--- src/rtl/ps2_pkg.sv ---
// ps2_pkg: shared PS/2 keycode constants used by the decoder and the fighter controller
package ps2_pkg;
  localparam int KC_BRK = 9;
  localparam int KC_EXT = 8;
  localparam logic [7:0] PS2_EXT = 8'hE0;
  localparam logic [7:0] PS2_BRK = 8'hF0;
  typedef logic [9:0] keycode_t;
  localparam keycode_t KEY_UP          = 10'h175;
  localparam keycode_t KEY_DOWN        = 10'h172;
  localparam keycode_t KEY_LEFT        = 10'h16B;
  localparam keycode_t KEY_RIGHT       = 10'h174;
  localparam keycode_t KEY_UP_BREAK    = 10'h375;
  localparam keycode_t KEY_DOWN_BREAK  = 10'h372;
  localparam keycode_t KEY_LEFT_BREAK  = 10'h36B;
  localparam keycode_t KEY_RIGHT_BREAK = 10'h374;
  localparam keycode_t KEY_1           = 10'h069;
  localparam keycode_t KEY_2           = 10'h072;
  localparam keycode_t KEY_3           = 10'h07A;
  localparam keycode_t KEY_4           = 10'h06B;
  localparam keycode_t KEY_5           = 10'h073;
  localparam keycode_t KEY_6           = 10'h074;
  // Keyboard status/ack bytes that never carry a key press
  function automatic logic is_discard(input logic [7:0] b);
    return b inside {8'hAA, 8'hFA, 8'hEE, 8'hFE, 8'h00, 8'hFF};
  endfunction
endpackage

--- src/rtl/ps2_frame_rx.sv ---
// ps2_frame_rx: oversampling PS/2 frame receiver with start/stop/odd-parity check and idle watchdog
module ps2_frame_rx #(
  parameter int TIMEOUT_CYCLES = 100000,
  parameter int SYNC_STAGES    = 2
) (
  input  logic       i_clk,
  input  logic       i_rst_n,
  input  logic       i_ps2_clk,
  input  logic       i_ps2_data,
  output logic [7:0] o_byte,
  output logic       o_byte_valid,
  output logic       o_frame_err,
  output logic       o_busy
);
  localparam int WDW = $clog2(TIMEOUT_CYCLES + 1);
  localparam logic [1:0] S_IDLE  = 2'd0;
  localparam logic [1:0] S_SHIFT = 2'd1;
  localparam logic [1:0] S_CHECK = 2'd2;
  logic [SYNC_STAGES-1:0] r_csync, r_dsync;
  logic                   r_prev;
  logic [1:0]             r_state;
  logic [3:0]             r_cnt;
  logic [10:0]            r_sr;
  logic [WDW-1:0]         r_wd;
  logic                   w_clk, w_data, w_fall, w_ok;
  assign w_clk  = r_csync[SYNC_STAGES-1];
  assign w_data = r_dsync[SYNC_STAGES-1];
  assign w_fall = r_prev & ~w_clk;
  // Shift register holds {stop, parity, d7..d0, start}
  assign w_ok   = ~r_sr[0] & r_sr[10] & ^r_sr[9:1];
  assign o_busy = r_state != S_IDLE;
  always_ff @(posedge i_clk) begin
    if (!i_rst_n) begin
      r_csync      <= '1;
      r_dsync      <= '1;
      r_prev       <= 1'b1;
      r_state      <= S_IDLE;
      r_cnt        <= '0;
      r_sr         <= '0;
      r_wd         <= '0;
      o_byte       <= '0;
      o_byte_valid <= 1'b0;
      o_frame_err  <= 1'b0;
    end else begin
      r_csync      <= {r_csync[SYNC_STAGES-2:0], i_ps2_clk};
      r_dsync      <= {r_dsync[SYNC_STAGES-2:0], i_ps2_data};
      r_prev       <= w_clk;
      o_byte_valid <= 1'b0;
      o_frame_err  <= 1'b0;
      if (r_state == S_IDLE) begin
        r_wd <= '0;
        if (w_fall && !w_data) begin
          r_sr    <= {w_data, r_sr[10:1]};
          r_cnt   <= 4'd1;
          r_state <= S_SHIFT;
        end
      end else if (r_state == S_SHIFT) begin
        if (w_fall) begin
          r_sr  <= {w_data, r_sr[10:1]};
          r_cnt <= r_cnt + 4'd1;
          r_wd  <= '0;
          if (r_cnt == 4'd10) r_state <= S_CHECK;
        end else if (r_wd == WDW'(TIMEOUT_CYCLES)) begin
          r_state     <= S_IDLE;
          r_cnt       <= '0;
          r_wd        <= '0;
          o_frame_err <= 1'b1;
        end else begin
          r_wd <= r_wd + 1'b1;
        end
      end else begin
        r_state      <= S_IDLE;
        r_cnt        <= '0;
        o_byte       <= w_ok ? r_sr[8:1] : o_byte;
        o_byte_valid <= w_ok;
        o_frame_err  <= ~w_ok;
      end
    end
  end
endmodule

--- src/rtl/ps2_keycode_decoder.sv ---
// ps2_keycode_decoder: assembles E0/F0 prefixed PS/2 bytes into held {break, extended, scan} keycodes
module ps2_keycode_decoder
  import ps2_pkg::*;
#(
  parameter int TIMEOUT_CYCLES = 100000,
  parameter int SYNC_STAGES    = 2
) (
  input  logic       i_clk,
  input  logic       i_rst_n,
  input  logic       i_ps2_clk,
  input  logic       i_ps2_data,
  output logic [9:0] o_keycode,
  output logic       o_keycode_valid,
  output logic       o_frame_err,
  output logic       o_busy
);
  logic [7:0] w_byte;
  logic       w_byte_valid, w_rx_err;
  logic       r_brk, r_ext;
  ps2_frame_rx #(.TIMEOUT_CYCLES(TIMEOUT_CYCLES), .SYNC_STAGES(SYNC_STAGES)) u_rx (
    .i_clk(i_clk), .i_rst_n(i_rst_n), .i_ps2_clk(i_ps2_clk), .i_ps2_data(i_ps2_data),
    .o_byte(w_byte), .o_byte_valid(w_byte_valid), .o_frame_err(w_rx_err), .o_busy(o_busy)
  );
  // Prefix flags accumulate in any order and are consumed by the next real scan code
  always_ff @(posedge i_clk) begin
    if (!i_rst_n) begin
      o_keycode       <= '0;
      o_keycode_valid <= 1'b0;
      o_frame_err     <= 1'b0;
      r_brk           <= 1'b0;
      r_ext           <= 1'b0;
    end else begin
      o_keycode_valid <= 1'b0;
      o_frame_err     <= w_rx_err;
      if (w_rx_err) begin
        r_brk <= 1'b0;
        r_ext <= 1'b0;
      end else if (w_byte_valid) begin
        if (w_byte == PS2_EXT) r_ext <= 1'b1;
        else if (w_byte == PS2_BRK) r_brk <= 1'b1;
        else if (!is_discard(w_byte)) begin
          o_keycode       <= {r_brk, r_ext, w_byte};
          o_keycode_valid <= 1'b1;
          r_brk           <= 1'b0;
          r_ext           <= 1'b0;
        end
      end
    end
  end
endmodule

--- config.mk ---
export PLATFORM = sky130hd
export DESIGN_NAME = ps2_keycode_decoder
export DESIGN_NICKNAME = d
export VERILOG_FILES = /design/src/rtl/ps2_pkg.sv /design/src/rtl/ps2_frame_rx.sv /design/src/rtl/ps2_keycode_decoder.sv
export SDC_FILE = /design/constraint.sdc
export NUM_CORES = 1
export LEC_CHECK = 0
export ABC_AREA = 0
export CORE_MARGIN = 2
export CORE_UTILIZATION = 45
export DETAILED_ROUTE_END_ITERATION = 10
export PLACE_DENSITY = 0.65
export SLEW_MARGIN = 20
export SYNTH_ARGS = -nofsm -noshare
export SYNTH_HDL_FRONTEND = slang
export SYNTH_HIERARCHICAL = 1
export SYNTH_SLANG_ARGS = --single-unit
--- constraint.sdc ---
create_clock -name i_clk -period 1.9 [get_ports i_clk]
set_input_delay 0.19 -clock i_clk [delete_from_list [all_inputs] [get_ports i_clk]]
set_output_delay 0.19 -clock i_clk [all_outputs]
set_load 0.005 [all_outputs]
==> flow_summary.toml <==
[setup_path]
cp_max_fo = 8
startpoint_type = "flip-flop"
cp_data_arrival_time_ns = 2.19
end_kind = "flip-flop"
critPathLaunch = "u_rx/r_wd[13]"
critPathKind = "flip-flop to flip-flop"
timing.rr.start = "u_rx/r_wd[13]"
required_ns = 2.13

[power_and_ir_drop]
power.density_mw_per_mm2 = 750
p_int_mw = 2.09
ir_worst_vdd_v = 0.000660
p_switching_mw = 0.589
clkPwrFrac_pct = 48.0
p_comb_share_pct = 2.4
seqPwrFrac_pct = 49.6
leakagePower_nw = 1.36
swShare_pct = 22.0

[clock_network]
cts_max_path_buffers = 2
clockRootBuffer = "clkbuf_8"
cts-htree-levels = 3
clk_pin_slew_worst_paths_ns = 0.07
cts_inserted_buffers = 9
cts_tree = "done"
cts.sinks = 63
cts_hold_buf = 0
clock_latency_ns = 0.34

[outcome]
violations = "setup timing"
status = "finished with violations"

[global_route]
grt_max_degree = 21
grt_use_total_pct = 18.1
grt_pass1_wl_mm = 10.4
grt_pass1_vias = 2231
antenna_found_initial = 0
overflow = 0

[finish]
final_area_sq_mm = 0.00357
final_cells = 453
area_growth_pct = 22.0
drive_gt1_share_pct = 16.5
final_common_cell = "dfxtp_1"
final_nets = 379
utilization_pct = 56.5
antennaDiodeCount = 0
mostFrequentLayoutCells = "62 x dfxtp_1, 49 x nand2_1, 28 x nor2_1"

[sta]
setup_slack_ns = -0.0595
timing.final.crit_share_pct = 103
fmax_mhz = 510
setup_viol = 11
relSlewSlack_pct = 66.9
rsz0062_at_grt = "yes"
finalCriticalPeriod_ns = 1.96
holdWs_ns = 0.410
hold_viol_final = 0
slew_violations = 0
tightest_slew_ns = 0.495
setup_tns_ns = -0.331
skew_ns = 0.00712

[placed_design]
hpwl_mm = 4.21
place.gp.congestion = 0.844
dp.cells = 435
post_dp_cell_area_sq_mm = 0.00330
io_buffers = 16

[drt]
vias = 2479
wl_per_cell_um = 13.6
drt_first_pass_iters = 4
wirelength_mm = 6.15
drc = 0
drt_iter0_drc = 100
antenna_left = 0
viasPerCell = 5.47

[logic_synthesis]
synth_seq_cells = 63
synth_nets = 341
ys_warn_count = 6
syn_area_per_cell_sq_um = 8.78
synth_edf_count = 0
seq_area_frac_synth_pct = 43.1
syn-cell-area_sq_mm = 0.00293
synthArstFlopShare_pct = 0
synth_ff_type = "dfxtp_1"
synth_cell_types = 49
netlist_instances = 333

[floorplan]
die_area_sq_mm = 0.00716
initial_core_util_pct = 46.3
ios = 17
rows = 29
dieHeight_um = 84.6
core_area_sq_mm = 0.00631
die_width_um = 84.6

[worst_hold_path]
min_path_type = "input port to flip-flop"
min_from = "i_ps2_clk"

[run]
max_cap_viol_count = 0
==> repair_timing <==
action	4_1_cts	5_1_grt
pin swaps	1	10
endpoints found under the setup margin	8	20
buffers inserted	0	1
cloned	0	1
resized for setup	1	11
==> cells in the mapped netlist (9+ instances only) <==
master	count	area [sq um]
nand3_1	15	75.1
o21ai_0	17	85.1
inv_1	10	37.5
clkbuf_1	11	41.3
nor2_1	31	116
mux2i_1	21	210
dfxtp_1	63	1260
nand2_1	49	184
and3_1	9	56.3
a21oi_1	11	55.1
nand2b_1	9	56.3
==> power groups by stage <==
stage	combinational (mW)	clock (mW)	sequential, mW
2_1_floorplan	0.0378	0	1.36
3_3_place_gp	0.0611	0	1.36
3_5_place_dp	0.0613	0	1.36
4_1_cts	0.0618	1.31	1.33
5_1_grt	0.0701	1.38	1.33
6_report	0.0636	1.29	1.33
==> sequential cells by signal (all words and copies together), names as in the netlist <==
signal / count
u_rx/o_byte_valid: 1
r_brk: 1
o_keycode_valid: 1
u_rx/o_frame_err: 1
o_keycode: 10
o_frame_err: 1
u_rx/r_wd: 17
u_rx/r_csync: 2
r_ext: 1
u_rx/o_byte: 8
u_rx/r_state: 2
u_rx/r_sr: 11
u_rx/r_cnt: 4
u_rx/r_dsync: 2
u_rx/r_prev: 1
==> kinds of logic after synthesis <==
kind of cell	share of synthesized area (%)
simple gates	25.4
buf+inv	4.06
mux	7.19
fa+ha+maj	1.71
flops	43.1
xor+xnor	2.74
compound gates	15.8
==> through the flow <==
stage / total power, mW / setup WS, ns
after global routing: 2.78 / -0.0918
after CTS: 2.70 / -0.0470
final: 2.68 / -0.0595
after floorplan: 1.40 / 0.00152
after global placement: 1.42 / 0.0305
after detailed placement: 1.42 / -0.0220
==> critical path, stage by stage, from the launching register on <==
cell     delay, ns
dfxtp_2       0.32
or4_4         0.55
o41ai_4       0.28
buf_4         0.19
or2b_4        0.20
a21oi_2       0.07
o221a_2       0.24
==> layout make-up <==
class | count | area, sq um
clock buffers | 9 | 124
clock inverters | 7 | 97.6
fillers | 600 | 2740
inverters | 10 | 37.5
multi-input cells | 244 | 1590
flip-flops and latches | 63 | 1260
well taps | 77 | 96.3
repair buffers | 43 | 363
==> metal layers <==
| metal | wire length, um | track usage [%] |
|---|---|---|
| met5 | 0 | 0 |
| met4 | 85 | 8.23 |
| met3 | 167 | 4.13 |
| met2 | 2800 | 27.2 |
| met1 | 3100 | 24.9 |
==> path summary, 6_finish.rpt <==
kind,to,slack (ns),cells past startpoint
hold / removal,u_rx/r_csync[0],0.41,2
setup reg to reg,u_rx/r_cnt[0],-0.06,6
hold reg to reg,u_rx/r_csync[1],0.41,1
setup / recovery,u_rx/r_cnt[0],-0.06,6
No activity file was read; power rests on OpenSTA's default activity.
